<file path="src/rtl/bsram_cpu8.sv">
// ============================================================================
//  Module   : bsram_cpu8
//  Purpose  : 8-bit accumulator CPU that executes from an external 8 KiB
//             simple-dual-port block RAM (port A write, port B read) and
//             writes characters into a 1 KiB write-only VRAM. Program flow
//             can be paced to the display through the vsync input (WVS).
//  Ports    : clk, rst           - clock, synchronous active-high reset
//             dout               - RAM port-B read data (1 cycle after ceb)
//             vsync              - asynchronous display vertical sync level
//             din/ada/cea        - RAM port-A write data/address/strobe
//             ceb/adb            - RAM port-B read enable/address
//             v_din/v_ada/v_cea  - VRAM write data/address/strobe
//  Config   : VSYNC_SYNC_EN - when defined, vsync passes a 2-flop
//             synchroniser before edge detection (WVS release 3 cycles
//             after the raw edge instead of 1).
//  Revision : 1.0 - initial release
// ============================================================================
`default_nettype none

module bsram_cpu8 #(
    parameter int                ADDR_W   = 13,
    parameter int                VADDR_W  = 10,
    parameter logic [ADDR_W-1:0] RESET_PC = 13'h0000
) (
    input  logic               clk,
    input  logic               rst,
    input  logic [7:0]         dout,
    input  logic               vsync,
    output logic [7:0]         din,
    output logic [ADDR_W-1:0]  ada,
    output logic               cea,
    output logic               ceb,
    output logic [ADDR_W-1:0]  adb,
    output logic [VADDR_W-1:0] v_ada,
    output logic               v_cea,
    output logic [7:0]         v_din
);

    typedef enum logic [2:0] {
        ST_FETCH = 3'd0,
        ST_OP1   = 3'd1,
        ST_OP2   = 3'd2,
        ST_EXEC  = 3'd3,
        ST_MEMRD = 3'd4,
        ST_VWAIT = 3'd5,
        ST_HALT  = 3'd6
    } state_t;

    localparam logic [7:0] c_op_lda_i = 8'h01;
    localparam logic [7:0] c_op_lda_a = 8'h02;
    localparam logic [7:0] c_op_sta   = 8'h03;
    localparam logic [7:0] c_op_ldx_i = 8'h04;
    localparam logic [7:0] c_op_inx   = 8'h05;
    localparam logic [7:0] c_op_add_i = 8'h06;
    localparam logic [7:0] c_op_cmp_i = 8'h07;
    localparam logic [7:0] c_op_jmp   = 8'h08;
    localparam logic [7:0] c_op_bne   = 8'h09;
    localparam logic [7:0] c_op_stv   = 8'h0A;
    localparam logic [7:0] c_op_stvx  = 8'h0B;
    localparam logic [7:0] c_op_wvs   = 8'h0C;
    localparam logic [7:0] c_op_dex   = 8'h0D;
    localparam logic [7:0] c_op_txa   = 8'h0E;
    localparam logic [7:0] c_op_hlt   = 8'hFF;

    // Architectural and sequencing state
    state_t              r_state, w_state;
    logic                r_boot,  w_boot;   // first cycle after reset: arm fetch
    logic                r_issue, w_issue;  // read request visible this cycle
    logic [ADDR_W-1:0]   r_adb,   w_adb;
    logic [ADDR_W-1:0]   r_pc,    w_pc;
    logic [7:0]          r_op,    w_op;
    logic [7:0]          r_lo,    w_lo;     // low operand, or LDA abs data
    logic [ADDR_W-9:0]   r_hi,    w_hi;     // only address-relevant bits kept
    logic [7:0]          r_a,     w_a;
    logic [7:0]          r_x,     w_x;
    logic                r_z,     w_z;
    logic                r_c,     w_c;
    logic [7:0]          r_din,   w_din;
    logic [ADDR_W-1:0]   r_ada,   w_ada;
    logic                r_cea,   w_cea;
    logic [7:0]          r_vdin,  w_vdin;
    logic [VADDR_W-1:0]  r_vada,  w_vada;
    logic                r_vcea,  w_vcea;

    logic [ADDR_W-1:0]   w_pc_inc;
    logic [ADDR_W-1:0]   w_abs;
    logic [ADDR_W-1:0]   w_target;
    logic [8:0]          w_sum;
    logic [7:0]          w_x_inc;
    logic [7:0]          w_x_dec;
    logic                w_vs_rise;

    assign w_pc_inc = r_pc + 1'b1;          // natural wrap 1FFF -> 0000
    assign w_abs    = {r_hi, r_lo};
    assign w_sum    = {1'b0, r_a} + {1'b0, r_lo};
    assign w_x_inc  = r_x + 8'd1;
    assign w_x_dec  = r_x - 8'd1;

    // vsync edge detection; only looked at while in VWAIT, so edges that
    // happen before the WVS wait starts are simply never observed.
`ifdef VSYNC_SYNC_EN
    logic r_vs_meta, r_vs_sync, r_vs_prev;
    always_ff @(posedge clk) begin
        if (rst) begin
            r_vs_meta <= 1'b0;
            r_vs_sync <= 1'b0;
            r_vs_prev <= 1'b0;
        end else begin
            r_vs_meta <= vsync;
            r_vs_sync <= r_vs_meta;
            r_vs_prev <= r_vs_sync;
        end
    end
    assign w_vs_rise = r_vs_sync & ~r_vs_prev;
`else
    logic r_vs_prev;
    always_ff @(posedge clk) begin
        if (rst) r_vs_prev <= 1'b0;
        else     r_vs_prev <= vsync;
    end
    assign w_vs_rise = vsync & ~r_vs_prev;
`endif

    function automatic logic f_has_operand(input logic [7:0] op);
        case (op)
            c_op_lda_i, c_op_lda_a, c_op_sta,  c_op_ldx_i, c_op_add_i,
            c_op_cmp_i, c_op_jmp,   c_op_bne,  c_op_stv,   c_op_stvx: return 1'b1;
            default:                                                  return 1'b0;
        endcase
    endfunction

    function automatic logic f_two_operands(input logic [7:0] op);
        case (op)
            c_op_lda_a, c_op_sta, c_op_jmp, c_op_bne, c_op_stv, c_op_stvx: return 1'b1;
            default:                                                     return 1'b0;
        endcase
    endfunction

    // Every read is two cycles: an issue cycle (ceb high) and a capture
    // cycle. The issue for the next byte is registered on the capture edge,
    // so back-to-back bytes cost exactly two cycles each.
    always_comb begin
        w_state  = r_state;
        w_boot   = 1'b0;
        w_issue  = 1'b0;
        w_adb    = r_adb;
        w_pc     = r_pc;
        w_op     = r_op;
        w_lo     = r_lo;
        w_hi     = r_hi;
        w_a      = r_a;
        w_x      = r_x;
        w_z      = r_z;
        w_c      = r_c;
        w_din    = r_din;
        w_ada    = r_ada;
        w_cea    = 1'b0;
        w_vdin   = r_vdin;
        w_vada   = r_vada;
        w_vcea   = 1'b0;
        w_target = r_pc;
        case (r_state)
            ST_FETCH: begin
                if (r_boot) begin
                    w_issue = 1'b1;
                    w_adb   = r_pc;
                end else if (!r_issue) begin
                    w_op = dout;
                    w_pc = w_pc_inc;
                    if (dout == c_op_hlt) begin
                        w_state = ST_HALT;
                    end else if (f_has_operand(dout)) begin
                        w_state = ST_OP1;
                        w_issue = 1'b1;
                        w_adb   = w_pc_inc;
                    end else begin
                        w_state = ST_EXEC;
                    end
                end
            end
            ST_OP1: begin
                if (!r_issue) begin
                    w_lo = dout;
                    w_pc = w_pc_inc;
                    if (f_two_operands(r_op)) begin
                        w_state = ST_OP2;
                        w_issue = 1'b1;
                        w_adb   = w_pc_inc;
                    end else begin
                        w_state = ST_EXEC;
                    end
                end
            end
            ST_OP2: begin
                if (!r_issue) begin
                    w_hi = dout[ADDR_W-9:0];
                    w_pc = w_pc_inc;
                    if (r_op == c_op_lda_a) begin
                        w_state = ST_MEMRD;
                        w_issue = 1'b1;
                        w_adb   = {dout[ADDR_W-9:0], r_lo};
                    end else begin
                        w_state = ST_EXEC;
                    end
                end
            end
            ST_MEMRD: begin
                // Loaded byte lands in the operand register so EXEC treats
                // LDA abs exactly like LDA immediate.
                if (!r_issue) begin
                    w_lo    = dout;
                    w_state = ST_EXEC;
                end
            end
            ST_EXEC: begin
                case (r_op)
                    c_op_lda_i, c_op_lda_a: begin
                        w_a = r_lo;
                        w_z = (r_lo == 8'd0);
                    end
                    c_op_sta: begin
                        w_cea = 1'b1;
                        w_ada = w_abs;
                        w_din = r_a;
                    end
                    c_op_ldx_i: begin
                        w_x = r_lo;
                        w_z = (r_lo == 8'd0);
                    end
                    c_op_inx: begin
                        w_x = w_x_inc;
                        w_z = (w_x_inc == 8'd0);
                    end
                    c_op_dex: begin
                        w_x = w_x_dec;
                        w_z = (w_x_dec == 8'd0);
                    end
                    c_op_txa: begin
                        w_a = r_x;
                        w_z = (r_x == 8'd0);
                    end
                    c_op_add_i: begin
                        w_a = w_sum[7:0];
                        w_c = w_sum[8];
                        w_z = (w_sum[7:0] == 8'd0);
                    end
                    c_op_cmp_i: begin
                        w_z = (r_a == r_lo);
                        w_c = (r_a >= r_lo);
                    end
                    c_op_jmp: w_target = w_abs;
                    c_op_bne: if (!r_z) w_target = w_abs;
                    c_op_stv: begin
                        w_vcea = 1'b1;
                        w_vada = w_abs[VADDR_W-1:0];
                        w_vdin = r_a;
                    end
                    c_op_stvx: begin
                        w_vcea = 1'b1;
                        w_vada = w_abs[VADDR_W-1:0] + VADDR_W'(r_x);
                        w_vdin = r_a;
                    end
                    default: ;
                endcase
                if (r_op == c_op_wvs) begin
                    w_state = ST_VWAIT;
                end else begin
                    w_state = ST_FETCH;
                    w_issue = 1'b1;
                    w_adb   = w_target;
                    w_pc    = w_target;
                end
            end
            ST_VWAIT: begin
                if (w_vs_rise) begin
                    w_state = ST_FETCH;
                    w_issue = 1'b1;
                    w_adb   = r_pc;
                end
            end
            ST_HALT: ;
            default: w_state = ST_HALT;
        endcase
    end

    // Strobes are registered on the edge that leaves EXEC, so a reset
    // arriving on that edge suppresses them entirely.
    always_ff @(posedge clk) begin
        if (rst) begin
            r_state <= ST_FETCH;
            r_boot  <= 1'b1;
            r_issue <= 1'b0;
            r_adb   <= '0;
            r_pc    <= RESET_PC;
            r_op    <= 8'd0;
            r_lo    <= 8'd0;
            r_hi    <= '0;
            r_a     <= 8'd0;
            r_x     <= 8'd0;
            r_z     <= 1'b0;
            r_c     <= 1'b0;
            r_din   <= 8'd0;
            r_ada   <= '0;
            r_cea   <= 1'b0;
            r_vdin  <= 8'd0;
            r_vada  <= '0;
            r_vcea  <= 1'b0;
        end else begin
            r_state <= w_state;
            r_boot  <= w_boot;
            r_issue <= w_issue;
            r_adb   <= w_adb;
            r_pc    <= w_pc;
            r_op    <= w_op;
            r_lo    <= w_lo;
            r_hi    <= w_hi;
            r_a     <= w_a;
            r_x     <= w_x;
            r_z     <= w_z;
            r_c     <= w_c;
            r_din   <= w_din;
            r_ada   <= w_ada;
            r_cea   <= w_cea;
            r_vdin  <= w_vdin;
            r_vada  <= w_vada;
            r_vcea  <= w_vcea;
        end
    end

    assign ceb   = r_issue;
    assign adb   = r_adb;
    assign din   = r_din;
    assign ada   = r_ada;
    assign cea   = r_cea;
    assign v_din = r_vdin;
    assign v_ada = r_vada;
    assign v_cea = r_vcea;

endmodule

`default_nettype wire

</file>
<file path="config.mk">
export PLATFORM = sky130hd
export DESIGN_NAME = bsram_cpu8
export DESIGN_NICKNAME = d
export VERILOG_FILES = /design/src/rtl/bsram_cpu8.sv
export SDC_FILE = /design/constraint.sdc
export NUM_CORES = 1
export LEC_CHECK = 0
export ABC_AREA = 1
export BUFFER_PORTS_ARGS = -buffer_cell sky130_fd_sc_hd__buf_2
export CAP_MARGIN = 20
export CORE_MARGIN = 1.5
export CORE_UTILIZATION = 60
export DETAILED_ROUTE_END_ITERATION = 6
export PLACE_DENSITY_LB_ADDON = 0.05
export SLEW_MARGIN = 20
export SYNTH_ARGS = -nofsm -noshare
export SYNTH_HDL_FRONTEND = slang
export SYNTH_SLANG_ARGS = --single-unit
</file>
<file path="constraint.sdc">
create_clock -name clk -period 2.4 [get_ports clk]
set_input_delay 0.48 -clock clk [delete_from_list [all_inputs] [get_ports clk]]
set_output_delay 0.48 -clock clk [all_outputs]
set_load 0.02 [all_outputs]
</file>
# After elaboration in Yosys (flattened, before gate mapping)
# Memory sizes are Yosys's and may differ from the RTL's.
# Index checks and enable logic that the tools add are counted.
totals:
  ff_bits: 111
  romBits: 16
  inputBits: 11
  n_memories: 1
memory_table:
  columns: ["memory", "words", "width", "rd", "rd_clocked_by_memory_dff", "wr", "line_no", "source"]
  rows:
  - ["(name not given)", 16, 1, 1, 0, 0, "125", "case (op)"]
classes:
  addsub: 5
  eq_ne: 34
  muxes: 54
  bitwise: 6
  reduce_logical: 32
ops:
  columns: ["op", "count"]
  rows:
  - ["$mux W13", 13]
  - ["$pmux W13 S5", 1]
  - ["$eq A8 B4 Y1 const B", 7]
  - ["$pmux W8 S3", 2]
  - ["$logic_not A8 Y1", 5]
  - ["$pmux W13 S3", 1]
  - ["$eq A8 B3 Y1 const B", 4]
  - ["$mux W3", 9]
  - ["$pmux W13 S2", 1]
  - ["$mux W1", 22]
  - ["$pmux W3 S7", 1]
  - ["$pmux W10 S2", 1]
  - ["$ne A2 B2 Y1 const B", 9]
  - ["$eq A8 B2 Y1 const B", 2]
  - ["$reduce_and A2 Y1", 8]
  - ["$add A13 B1 Y13 const B", 1]
  - ["$add A10 B8 Y10", 1]
  - ["$reduce_and A10 Y1", 1]
  - ["$reduce_or A2 Y1", 5]
  - ["$eq A3 B3 Y1 const B", 3]
  - ["$ne A3 B3 Y1 const B", 3]
  - ["$reduce_bool A3 Y1", 3]
  - ["$add A8 B1 Y8 const B", 1]
  - ["$add A8 B8 Y8", 1]
  - ["20 further kinds", 26]

# Depth between registers and ports, before layout
depth:
  depth_word: 11
  depth_mapped: 15

# Worst setup path after synthesis
# No wires, ideal clock.
synth_timing:
  kind: "reg2reg"
  startpoint: "reg r_lo[0]"
  endpoint: "reg r_vada[8] (netlist: v_ada[8])"
  setup_ns: 0.115
  arrival_time_ns: 1.898
  required_time_ns: 2.285
  path_slack_ns: 0.386
  path_stages_with_launch: 12
  n_path_buf: 0
  period_less_slack_ns: 2.014
  path_cell_list: "dfxtp_1 > ha_1 > inv_1 > fa_1 > o21ai_0 > nand4_1 > o211ai_1 > nand2_1 > nand2_1 > nand2_1 > o21ai_0 > inv_1"
synth_between:
  elab_chain_len: 2
synth_rtl:
  columns: ["item", "line_no", "source"]
  rows:
  - ["start, declared", "72", "logic [7:0] r_lo, w_lo;"]
  - ["start signal, assigned", "315", "r_lo <= w_lo;"]
  - ["$add A10 B8 Y10", "260", "w_vada = w_abs[VADDR_W-1:0] + VADDR_W'(r_x);"]
  - ["$pmux W10 S2", "216", "case (r_op)"]
  - ["end signal, assigned", "325", "r_vada <= w_vada;"]
  - ["end, declared", "82", "logic [VADDR_W-1:0] r_vada, w_vada;"]
# Every way passes these cells.
# A chain may end at the register's enable or synchronous reset.

# Final worst setup path
layout_timing:
  startpoint: "reg r_lo[0]"
  endpoint: "reg r_z"
layout_between:
  elab_chain_len: 3
  elab_cells_between_ends: 5
layout_rtl:
  columns: ["item", "line_no", "source"]
  rows:
  - ["$add A8 B8 Y8", "95", "assign w_sum = {1'b0, r_a} + {1'b0, r_lo};"]
  - ["$logic_not A8 Y1", "245", "w_z = (w_sum[7:0] == 8'd0);"]
  - ["$pmux W1 S6 (*)", "216", null]
  - ["end signal, assigned", "319", "r_z <= w_z;"]
  - ["end, declared", "76", "logic r_z, w_z;"]
# Mark *: on every way between the ends. The rest lies on a longest branch, timed or not.

==> impl_metrics.csv <==
group,metric,value,unit
route,drc_errors,0,
layout,final_common_cell,"nand2_1",
placed_design,pre_cts_ws,232,ps
layout,syn2layout_area_growth,11.6,%
layout,nFillCells,1032,
job,max_cap_viol_count,0,
critical_path,worstReg2RegStart,"r_lo[0]",
logic_synthesis,syn_area,6800,um^2
die,fp-row-count,38,
logic_synthesis,ys.flop_type,"dfxtp_1",
sta,hold_violations,0,
critical_path,worst-path-max-fanout,5,
run_status,status,"completed",
logic_synthesis,synthMuxAreaShare,0,%
cts,cts_root_buffer,"clkbuf_16",
pwr,leakage,3.58,nW
logic_synthesis,synth_cell_types,43,
pwr,power.density,1000,nW/um^2
route,vias,7265,
layout,most-common-layout-cells,"nand2_1, o21ai_0, nor2_1",
die,dieArea,12000,um^2
cts,cts_hold_buf,0,
logic_synthesis,yosys.area_share.simple,27.1,%
cts,cts_buffers,9,
critical_path,startpoint,"r_lo[0]",
cts,path_clk_slew,70,ps
critical_path,start_kind,"flop",
critical_path,worstPathRequired,2700,ps
grt,grt-ovfl-total,0,
grt,grt_pass1_wl,31900,um
sta,min_period,2220,ps
cts,postCtsSetupRepairBufs,0,
placed_design,gp_congestion,0.944,
logic_synthesis,synth_edf_count,0,
logic_synthesis,synth_top_family_by_area,"simple AND/OR/NAND/NOR gates",
cts,ctsResizeCount,0,
sta,grt_setup_unrepaired,"no",
grt,grtUsageTotal,34.8,%
placed_design,dp_hpwl,14600,um
critical_path,arrival,2520,ps
layout,final_util,69.3,%
logic_synthesis,synth_compound_area_share,23.8,%
die,dieHeight,109,um
layout,drive_gt1_share,13.5,%
pwr,peakVddDrop,1160,uV
cts,clock-sinks,111,
logic_synthesis,ys_seq_area_share,32.7,%
sta,clock_skew,6.17,ps
cts,clock_latency,360,ps
critical_path,critical_path_class,"flop to flop",
sta,setup_ws,179,ps
hold_path,hold_class,"input port to flop",
die,io_pins,66,
layout,diodes,0,
hold_path,hold_depth,3,
route,drt_pass1_iterations,7,
critical_path,cp-end-kind,"flop",
sta,fmax,450,MHz
sta,fin_crit_sh,92.6,%
layout,final_nets,1130,
sta,relSlewSlack,61.6,%
logic_synthesis,synth_xor_area_share,2.06,%
logic_synthesis,synth_fp_nets,1069,
route,viasPerCell,5.86,
logic_synthesis,synth_fa_ha_area_share,4.46,%
placed_design,portBuffers,65,
die,start_util,62.2,%
logic_synthesis,ys.warnings.count,0,
sta,fin_setup_tns,0,ps
grt,grt_pass1_vias,6360,
cts,cts_tree,"done",
grt,antenna_found_initial,0,
route,totalWireLength,20200,um
hold_path,hp-start,"vsync",
sta,maxSlewViolCount,0,
grt,grt_max_degree,38,
route,first_iter_violations,636,
logic_synthesis,netlist_instances,1035,
sta,setup_viol,0,
cts,ctsLongestPathBuffers,2,
logic_synthesis,synth_area_per_cell,6.57,um^2
die,coreArea,10900,um^2
logic_synthesis,ys_async_sr_fraction,0,%
logic_synthesis,synth.ff_latch_count,111,
route,wl_per_cell,16.3,um
die,fp.dieW,109,um
route,final_antenna_net_count,0,
critical_path,reg2regPathDepth,12,
sta,worstMarginPinSlew,570,ps
cts,h-tree-depth,3,
sequential cells by signal, summed over array words and instances (netlist names), 3 cells and up:
signal and flops:
r_lo 8, adb 13, ada 13, din 8, r_op 8, r_pc 13
r_a 8, v_ada 10, r_state 3, v_din 8, r_hi 5, r_x 8
where the power goes:
part           leakage (nW)  internal [mW]  switching (mW)  total (mW)
clock network         0.135          0.713           0.716        1.43
registers             0.904           2.18           0.430        2.60
logic                  2.54           1.16            2.39        3.56
total                  3.58           4.05            3.54        7.59
metrics by stage:
step	power (mW)	cells	cell area, um^2	hold slack, ps
2_1_floorplan	5.06	1035	6800	424
3_3_place_gp	6.05	1225	7310	436
3_5_place_dp	6.09	1225	7310	444
4_1_cts	7.52	1240	7580	333
5_1_grt	8.10	1240	7580	372
6_report	7.59	1240	7580	345
kinds of logic after synthesis:
| logic type | count (synthesis) |
|---|---|
| adders and majority gates | 23 |
| DFF | 111 |
| buffers and inverters | 164 |
| xor gates and xnor gates | 16 |
| AOI/OAI and AO/OA | 300 |
| and+or+nand+nor | 421 |
critical path, cell delays in order, from the launching register on:
cell	delay (ps)
dfxtp_1	370
buf_4	180
ha_1	230
fa_1	430
xnor2_1	230
nand2_1	90
nor2_1	100
nand3_1	80
nor2_1	110
nand3_1	90
nand2_1	80
nand2_1	50
a21oi_1	110
cell usage after synthesis (13+ instances only):
master	instances	area (um^2)
inv_2	13	48.8
nor2_1	126	473
nand3_1	59	295
o21ai_0	135	676
a21oi_1	110	551
inv_1	105	394
nor3_1	14	70.1
clkbuf_1	27	101
nand2_1	178	668
xor2_1	13	114
ha_1	21	263
nand4_1	15	93.8
dfxtp_1	111	2220
final timing paths:
check,endpoint,slack (ps)
max reg2reg,r_z,180
min reg2reg,r_op[7],450
max,r_z,180
min,r_vs_prev,350
layout make-up:
cell class              instances  area, um^2  area share (%)
multi-input cells             760        3900            51.4
flip-flops and latches        111        2220            29.3
repair buffers                 96         571            7.52
inverters                     118         443            5.84
clock buffers                  10         229            3.02
well taps                     140         175            2.31
clock inverters                 5        42.5           0.561
metal layers:
layer	wire length, um	track usage [%]
met3	2110	9.01
met4	643	13.3
met1	8960	48.1
met2	8440	51.9
met5	0	0
No activity file was read; power rests on OpenSTA's default activity.
